`src/rtl/idli_decode_asm_m.sv`:
```
// rtl/idli_decode_asm_m.sv - lane-serial instruction/immediate assembler with output FIFO
module idli_decode_asm_m #(
    parameter int INSN_W     = 16,
    parameter int LANE_W     = 4,
    parameter int IMM_MARK_W = 3,
    parameter int DEPTH      = 2
) (
    input  logic              i_dcd_gck,
    input  logic              i_dcd_rst_n,
    input  logic              i_dcd_flush,
    input  logic [LANE_W-1:0] i_dcd_enc,
    input  logic              i_dcd_enc_vld,
    output logic              o_dcd_enc_rdy,
    output logic [INSN_W-1:0] o_dcd_insn,
    output logic [INSN_W-1:0] o_dcd_imm,
    output logic              o_dcd_imm_vld,
    output logic              o_dcd_vld,
    input  logic              i_dcd_rdy,
    output logic              o_dcd_busy
);

    localparam int BEATS = INSN_W / LANE_W;
    localparam int CW    = (BEATS > 1) ? $clog2(BEATS) : 1;
    localparam int PW    = (DEPTH > 1) ? $clog2(DEPTH) : 1;
    localparam int NW    = $clog2(DEPTH + 1);
    localparam logic [CW-1:0] LAST_BEAT = CW'(BEATS - 1);
    localparam logic [NW-1:0] FULL      = NW'(DEPTH);
    localparam logic [PW-1:0] LAST_SLOT = PW'(DEPTH - 1);

    if (INSN_W % LANE_W != 0) begin : g_bad_lane
        $error("INSN_W must be a multiple of LANE_W");
    end
    if (IMM_MARK_W > INSN_W || IMM_MARK_W < 1) begin : g_bad_mark
        $error("IMM_MARK_W must be in 1..INSN_W");
    end
    if (DEPTH < 1) begin : g_bad_depth
        $error("DEPTH must be at least 1");
    end

    typedef enum logic {ST_INSN = 1'b0, ST_IMM = 1'b1} state_t;

    state_t              state;
    logic [CW-1:0]       beat_cnt;
    logic [INSN_W-1:0]   pending;
    logic [INSN_W-1:0]   word_now;
    logic                accept;
    logic                last_beat;
    logic                mark;
    logic                push;
    logic                pop;

    logic [INSN_W-1:0]   insn_mem [DEPTH];
    logic [INSN_W-1:0]   imm_mem  [DEPTH];
    logic                immv_mem [DEPTH];
    logic [PW-1:0]       rd_ptr;
    logic [PW-1:0]       wr_ptr;
    logic [NW-1:0]       count;

    function automatic logic [PW-1:0] next_ptr(input logic [PW-1:0] p);
        return (p == LAST_SLOT) ? '0 : p + 1'b1;
    endfunction

    // The word completed by the beat on the bus: older beats sit above the live lane.
    if (LANE_W == INSN_W) begin : g_direct
        assign word_now = i_dcd_enc;
    end else begin : g_shift
        logic [INSN_W-LANE_W-1:0] sr;
        // Keep only the bits that will shift up; the oldest lane falls off the top.
        always_ff @(posedge i_dcd_gck or negedge i_dcd_rst_n) begin
            if (!i_dcd_rst_n) begin
                sr <= '0;
            end else if (accept) begin
                sr <= word_now[INSN_W-LANE_W-1:0];
            end
        end
        assign word_now = {sr, i_dcd_enc};
    end

    assign o_dcd_enc_rdy = (count != FULL);
    assign accept        = i_dcd_enc_vld && o_dcd_enc_rdy && !i_dcd_flush;
    assign last_beat     = (beat_cnt == LAST_BEAT);
    assign mark          = &word_now[IMM_MARK_W-1:0];
    assign push          = accept && last_beat && (state == ST_IMM || !mark);
    assign pop           = o_dcd_vld && i_dcd_rdy && !i_dcd_flush;
    assign o_dcd_busy    = (state == ST_IMM) || (beat_cnt != '0);

    // Beat counting and instruction/immediate pairing; flush abandons any partial word.
    always_ff @(posedge i_dcd_gck or negedge i_dcd_rst_n) begin
        if (!i_dcd_rst_n) begin
            state    <= ST_INSN;
            beat_cnt <= '0;
            pending  <= '0;
        end else if (i_dcd_flush) begin
            state    <= ST_INSN;
            beat_cnt <= '0;
        end else if (accept) begin
            if (last_beat) begin
                beat_cnt <= '0;
                if (state == ST_INSN) begin
                    if (mark) begin
                        pending <= word_now;
                        state   <= ST_IMM;
                    end
                end else begin
                    state <= ST_INSN;
                end
            end else begin
                beat_cnt <= beat_cnt + 1'b1;
            end
        end
    end

    // Storage for completed instructions; contents are only observed while counted valid.
    always_ff @(posedge i_dcd_gck) begin
        if (push) begin
            insn_mem[wr_ptr] <= (state == ST_IMM) ? pending : word_now;
            imm_mem[wr_ptr]  <= (state == ST_IMM) ? word_now : '0;
            immv_mem[wr_ptr] <= (state == ST_IMM);
        end
    end

    // FIFO pointers and occupancy; simultaneous push and pop leave the count alone.
    always_ff @(posedge i_dcd_gck or negedge i_dcd_rst_n) begin
        if (!i_dcd_rst_n) begin
            rd_ptr <= '0;
            wr_ptr <= '0;
            count  <= '0;
        end else if (i_dcd_flush) begin
            rd_ptr <= '0;
            wr_ptr <= '0;
            count  <= '0;
        end else begin
            if (push) wr_ptr <= next_ptr(wr_ptr);
            if (pop)  rd_ptr <= next_ptr(rd_ptr);
            case ({push, pop})
                2'b10:   count <= count + 1'b1;
                2'b01:   count <= count - 1'b1;
                default: count <= count;
            endcase
        end
    end

    // Head presentation is gated by valid so an empty buffer reads as all zeros.
    always_comb begin
        o_dcd_vld     = (count != '0);
        o_dcd_insn    = '0;
        o_dcd_imm     = '0;
        o_dcd_imm_vld = 1'b0;
        if (o_dcd_vld) begin
            o_dcd_insn    = insn_mem[rd_ptr];
            o_dcd_imm     = imm_mem[rd_ptr];
            o_dcd_imm_vld = immv_mem[rd_ptr];
        end
    end

endmodule

```
`config.mk`:
```
export PLATFORM = sky130hd
export DESIGN_NAME = idli_decode_asm_m
export DESIGN_NICKNAME = d
export VERILOG_FILES = /design/src/rtl/idli_decode_asm_m.sv
export SDC_FILE = /design/constraint.sdc
export NUM_CORES = 1
export LEC_CHECK = 0
export CAP_MARGIN = 20
export CORE_ASPECT_RATIO = 0.5
export CORE_MARGIN = 4
export CORE_UTILIZATION = 45
export DETAILED_ROUTE_END_ITERATION = 10
export PLACE_DENSITY = 0.71
export SYNTH_ARGS = -nofsm -noshare
export SYNTH_HDL_FRONTEND = slang
export SYNTH_SLANG_ARGS = --single-unit
```
`constraint.sdc`:
```
create_clock -name i_dcd_gck -period 2.64 [get_ports i_dcd_gck]
set_clock_uncertainty 0.1 [all_clocks]
set_input_delay 0.528 -clock i_dcd_gck [delete_from_list [all_inputs] [get_ports i_dcd_gck]]
set_output_delay 0.528 -clock i_dcd_gck [all_outputs]
set_load 0.02 [all_outputs]
```
## Word-level counts from Yosys, hierarchy flattened

Memories as Yosys holds them, arrays and structs flattened.
Index checks and enable logic that the tools add are counted.

| word-level totals | value |
|---|---|
| logic and storage cells | 64 |
| RAM bits | 66 |
| output and inout bits | 36 |
| register bits | 35 |
| input bits | 9 |
| memories | 3 |

Memory list:

| memory | depth | width | rd ports | clocked after Yosys merged registers in | write ports | line | text |
|---|---|---|---|---|---|---|---|
| imm_mem | 2 | 16 | 1 | 0 | 1 | 53 | `logic [INSN_W-1:0] imm_mem [DEPTH];` |
| insn_mem | 2 | 16 | 1 | 0 | 1 | 52 | `logic [INSN_W-1:0] insn_mem [DEPTH];` |
| immv_mem | 2 | 1 | 1 | 0 | 1 | 54 | `logic immv_mem [DEPTH];` |

| cells by class | value |
|---|---|
| bitwise operators | 2 |
| multiplexer cells | 23 |
| equality and inequality tests | 4 |
| add/sub/neg operators | 5 |
| reductions and logical operators | 20 |

Operators by type and width:

| operator | count |
|---|---|
| $mux 16 | 4 |
| $mux 1 | 14 |
| $reduce_bool 2->1 | 6 |
| $mux 2 | 4 |
| $reduce_and 7->1 | 1 |
| $logic_and 1x1->1 | 6 |
| $add 2x1->2 const B | 2 |
| $eq 2x2->1 const B | 2 |
| $pmux 2 s2 | 1 |
| $reduce_and 3->1 | 1 |
| $reduce_bool 3->1 | 1 |
| $add 1x1->1 const B | 2 |
| $eq 2x1->1 const B | 1 |
| $logic_not 1->1 | 2 |
| $logic_or 1x1->1 | 2 |
| $ne 2x2->1 const B | 1 |
| $not 1->1 | 2 |
| $reduce_and 2->1 | 1 |
| $sub 2x1->2 const B | 1 |

## Logic depth before layout (Yosys ltp)

| depth | value |
|---|---|
| depth in word-level cells | 8 |
| mapped depth | 7 |
| depth with buffers taken out | 5 |

## Least setup slack after synthesis

OpenSTA, ideal clock, no wires.

| timing path | value |
|---|---|
| path type | input-to-reg |
| start | input i_dcd_flush |
| end | memory imm_mem[0][0] (enable) |
| buffers on the path | 1 |
| library setup time | 0.423 ns |
| stages | 4 |
| data required time | 2.117 ns |
| path slack | -0.204 ns |
| arrival | 2.321 ns |
| cells stage by stage | buf_6 nor2b_2 nand4_1 nor2_1 |

| between the ends | value |
|---|---|
| longest elaborated chain between the ends | 6 |

RTL lines:

| what | line | text |
|---|---|---|
| start, declared | 10 | `input logic i_dcd_flush,` |
| $logic_not 1->1 | 80 | `assign accept = i_dcd_enc_vld && o_dcd_enc_rdy && !i_dcd_flush;` |
| $logic_and 1x1->1 | 80 |  |
| $logic_and 1x1->1 (2 in a row) | 83 | `assign push = accept && last_beat && (state == ST_IMM \|\| !mark);` |
| $mux 1 | 115 | `if (push) begin` |
| $mux 1 | 117 | `imm_mem[wr_ptr] <= (state == ST_IMM) ? word_now : '0;` |
| end, declared | 53 |  |

No other way between the ends.

## Final worst setup path

| timing path | value |
|---|---|
| start | register rd_ptr |
| end | output o_dcd_imm_vld |

| between the ends | value |
|---|---|
| longest elaborated chain between the ends | 2 |

RTL lines:

| what | line | text |
|---|---|---|
| start, declared | 55 | `logic [PW-1:0] rd_ptr;` |
| start signal, assigned | 134 | `if (pop) rd_ptr <= next_ptr(rd_ptr);` |
| $mem_v2 2x1 | n/a |  |
| $mux 1 | 149 | `if (o_dcd_vld) begin` |
| end, declared | 16 | `output logic o_dcd_imm_vld,` |

No other way between the ends.

==> impl.org <==
** STA
- At the pin with the least slew margin, the transition time is approximately 0.44 ns.
- Part of the cycle the worst path needs :: 0.956
- The final count of pins violating max slew was 0.
- On the final layout, the worst hold slack is ~0.38 ns.
- Rel. slew slack :: 0.704
- Static timing analysis puts the maximum clock frequency at 396 MHz.
- Setup violations remaining at the end of the flow were counted as 0.
- RSZ-0062 raised after global routing :: false
- Post-route setup TNS :: 0 ns
- Setup slack on the critical path of the routed design comes to 0.117 ns.
- Final hold vios :: 0
- The smallest clock period supported by the final layout is computed as 2.52 ns.

** Die
- The initial utilization of the core area, before any placement, comes to 0.477.
- Core area :: 9010 µm²
- Die Wd :: 146 µm
- Height of the chip :: 77.1 µm
- During I/O placement, the number of pins put on the boundary was 45.
- The floorplan step defined a die boundary enclosing 11300 µm².
- Row generation in the floorplan step produced 24 rows.

** Drt
- In this run the remaining antenna-violating nets after routing total 0.
- Total routed wirelength :: 7690 µm
- The routed layout has 2311 vias.
- Number of design rule violations left after detail routing :: 0
- The pre-antenna-repair detailed-routing pass consisted of 4 iterations.
- Starting DRT DRC Count :: 153
- In the routed layout, each cell is associated on average with a via count of 5.08.
- Wire length per cell after detailed routing :: roughly 17 µm

** Setup path
- Worst path required time :: 2.01 ns
- WP data arrival :: 1.89 ns
- Endpoint type of the worst setup path :: output pin
- Of all nets on the critical path, the largest fanout is 16.
- The critical path is of the reg -> out type.
- CP startpoint kind :: register

** Power and ir drop
- For this design the static power due to leakage is just under 2 nW.
- Net Sw Power :: between 0.0006 and 0.0007 W
- Gate power share :: 0.055
- Dividing total power by cell area gives a power density of just over 600 nW/µm².
- The internal power of the cells totals 0.00254 W.
- The share of total power dissipated in sequential elements is 0.566.
- The share of total power dissipated in the clock network is 0.378.
- Worst ir drop on vdd :: 0.373 mV
- Switching power as a share of total power :: 0.209

** Synthesis
- Largest cells by area after synthesis :: sky130_fd_sc_hd__edfxtp_1 46%, sky130_fd_sc_hd__dfrtp_1 20%, sky130_fd_sc_hd__mux2i_1 7.7%
- The share of the Yosys chip area taken by registers is 0.665.
- The cell area that synthesis handed to floorplanning was 4300 µm².
- In this run the mean area of a mapped cell was 15.1 µm².
- Number of flip-flops and latches in the synthesized netlist :: 101
- Synth warn :: 0
- Most area-hungry cell type in the Yosys netlist :: sky130_fd_sc_hd__edfxtp_1
- Post-synthesis instance total :: 284
- Synthesized net count :: 295
- In this run, distinct cell masters in the synthesized netlist total 31.
- Of the post-synthesis cell area, the dominant cell type holds 0.461.

** Clock tree
- The H-tree generated during clock tree synthesis spans 3 levels.
- Worst-skew pair later-pin latency :: 0.34 ns
- Post_cts resized :: 0
- Clock Tree Buf Depth :: 2
- Clock-pin slew was measured on the worst setup and hold paths at 0.06 ns.
- Buffers inserted to repair hold after CTS numbered 0.
- Clock root cell :: sky130_fd_sc_hd__clkbuf_16
- TritonCTS sink count :: 101
- TritonCTS buffer count :: 9
- In this run the post-CTS setup repair buffer count came out at 0.
- TritonCTS built the clock tree.

** Worst hold path
- Worst min-delay path category :: reg -> reg

** Placed design
- Final HPWL from detailed placement :: 5030 µm
- During placement, the flow inserted port buffers numbering 44.
- GPL Wtd Cong :: 0.715
- Number of placed instances with taps included :: between 400 and 500
- OpenSTA, run right after detailed placement, puts the worst setup slack at 0.191 ns.

** Global route
- Largest net degree at the start of global routing :: 36
- Via count of the first global-routing pass :: around 2.5k
- For this run, the total global-route usage over all layers was measured as 0.148.
- The first global-routing pass estimated roughly 13000 µm of wire.
- Antenna violations before repair :: 0
- Global routing finished with a remaining overflow of 0.

** Run
- Across the run, the number of max-cap violations was 0.

** Cells and area
- Count of fill cells added during filler insertion :: 716
- For this run, the number of standard cells in the final layout without fillers is between 400 and 500.
- Synth-to-layout area growth :: 20.5%
- Share of cells above drive strength 1 :: 0.186
- Area of combinational cells with multiple inputs :: between 1000 and 1500 µm²
- Post-layout utilization of the core :: 0.575
- # diodes :: 0
- After the last flow step, the layout net total stands at about 340.
- Across the whole layout, storage elements account for 2860 µm².

** Outcome
- The run finished with clean final reports.
-- layout make-up --
| class | count | share of cell area |
|---|---|---|
| Clock buffer | 12 | 0.0495 |
| Tap cell | 117 | 0.0282 |
| Timing Repair Buffer | 53 | 0.106 |
| Sequential cell | 101 | 0.552 |
| Multi-Input combinational cell | 163 | 0.256 |
| Inverter | 5 | 0.00410 |
| Clock inverter | 4 | 0.00435 |
-- power groups by stage --
stage / sequential [W] / combinational (W) / clock, W
3_5_place_dp: 0.00185 / 0.000179 / 0
6_report: 0.00182 / 0.000178 / 0.00122
2_1_floorplan: 0.00182 / 0.000122 / 0
3_3_place_gp: 0.00185 / 0.000170 / 0
5_1_grt: 0.00183 / 0.000199 / 0.00133
4_1_cts: 0.00182 / 0.000181 / 0.00125
-- critical path: stages (launching register included) --
cell	delay, ns
sky130_fd_sc_hd__dfrtp_2	0.40
sky130_fd_sc_hd__buf_6	0.18
sky130_fd_sc_hd__mux2i_1	0.14
sky130_fd_sc_hd__nor2_1	0.19
sky130_fd_sc_hd__clkdlybuf4s50_1	0.65
-- state kept, by name (all words and copies together) (netlist names) --
signal,cells
pending,16
state,1
insn_mem,32
g_shift.sr,12
imm_mem,32
rd_ptr,1
immv_mem,2
count,2
beat_cnt,2
wr_ptr,1
-- per-layer routing --
metal | share of wire | up-vias | global-route usage
met5 | 0 | - | 0
met4 | 0.017 | 0 | 0.0582
met3 | 0.036 | 7 | 0.0506
met2 | 0.48 | 38 | 0.237
met1 | 0.47 | 1157 | 0.187
li1 | - | 1109 | -
-- cells in the final DEF (no fill, tap or decap) --
cell,n
sky130_fd_sc_hd__buf_4,5
sky130_fd_sc_hd__a21oi_1,3
sky130_fd_sc_hd__mux2i_1,33
sky130_fd_sc_hd__clkinv_1,1
sky130_fd_sc_hd__clkdlybuf4s50_1,44
sky130_fd_sc_hd__xnor2_1,3
sky130_fd_sc_hd__nor4_1,1
sky130_fd_sc_hd__nand3_4,1
sky130_fd_sc_hd__inv_4,1
sky130_fd_sc_hd__nor2_1,40
sky130_fd_sc_hd__mux2_4,7
sky130_fd_sc_hd__dfrtp_2,1
sky130_fd_sc_hd__inv_1,4
sky130_fd_sc_hd__mux2_1,10
sky130_fd_sc_hd__nand4_1,1
sky130_fd_sc_hd__and3_1,1
sky130_fd_sc_hd__nand4b_4,1
sky130_fd_sc_hd__and4_1,1
sky130_fd_sc_hd__nor2b_2,1
sky130_fd_sc_hd__dfrtp_1,34
sky130_fd_sc_hd__nor2b_4,1
sky130_fd_sc_hd__nand3_1,2
sky130_fd_sc_hd__nand2b_1,4
sky130_fd_sc_hd__buf_12,3
sky130_fd_sc_hd__clkinv_4,1
sky130_fd_sc_hd__ha_1,2
sky130_fd_sc_hd__clkbuf_1,1
sky130_fd_sc_hd__edfxtp_1,66
sky130_fd_sc_hd__nand2_1,4
sky130_fd_sc_hd__nor2b_1,1
sky130_fd_sc_hd__clkbuf_8,2
sky130_fd_sc_hd__clkinv_2,2
sky130_fd_sc_hd__mux2_2,25
sky130_fd_sc_hd__clkbuf_16,9
sky130_fd_sc_hd__and2_1,18
sky130_fd_sc_hd__buf_6,1
sky130_fd_sc_hd__xor2_1,1
sky130_fd_sc_hd__nor2_2,2
-- synthesized netlist by cell type, drive strengths merged --
| library cell | instances |
|---|---|
| nor4 | 1 |
| inv | 5 |
| and3 | 1 |
| xor2 | 1 |
| nand3 | 3 |
| nand4 | 1 |
| nor2 | 42 |
| nor2b | 3 |
| buf | 8 |
| edfxtp | 66 |
| dfrtp | 35 |
| clkbuf | 7 |
| nand2 | 4 |
| mux2i | 33 |
| mux2 | 42 |
| nand2b | 4 |
| xnor2 | 3 |
| a21oi | 3 |
| and2 | 18 |
| ha | 2 |
| and4 | 1 |
| nand4b | 1 |
-- through the flow --
stage          power [W]  area [µm²]
6_report         0.00321        5180
5_1_grt          0.00336        5180
4_1_cts          0.00325        5180
3_5_place_dp     0.00203        4900
3_3_place_gp     0.00202        4900
2_1_floorplan    0.00195        4300
-- path summary, 6_finish.rpt --
check	startpoint	end	slack (ns)	cells past startpoint
max reg2reg	state	imm_mem[1][8]	0.76	4
min reg2reg	pending[1]	pending[1]	0.38	1
max in group asynchronous	i_dcd_rst_n	rd_ptr	1.60	2
max	rd_ptr	o_dcd_imm_vld	0.12	4
min	pending[1]	pending[1]	0.38	1
min in group asynchronous	i_dcd_rst_n	pending[12]	0.50	2
-- cells by family (layout without fill, tap and decap cells) --
group,Yosys count,in the layout,synth area share
mux,75,75,0.193
simple gates,79,79,0.0972
flops,101,101,0.665
compound gates,3,3,0.00349
fa+ha+maj,2,2,0.00582
buf+inv,20,74,0.0276
xor+xnor,4,4,0.00815
(Power assumes the default switching activity.)
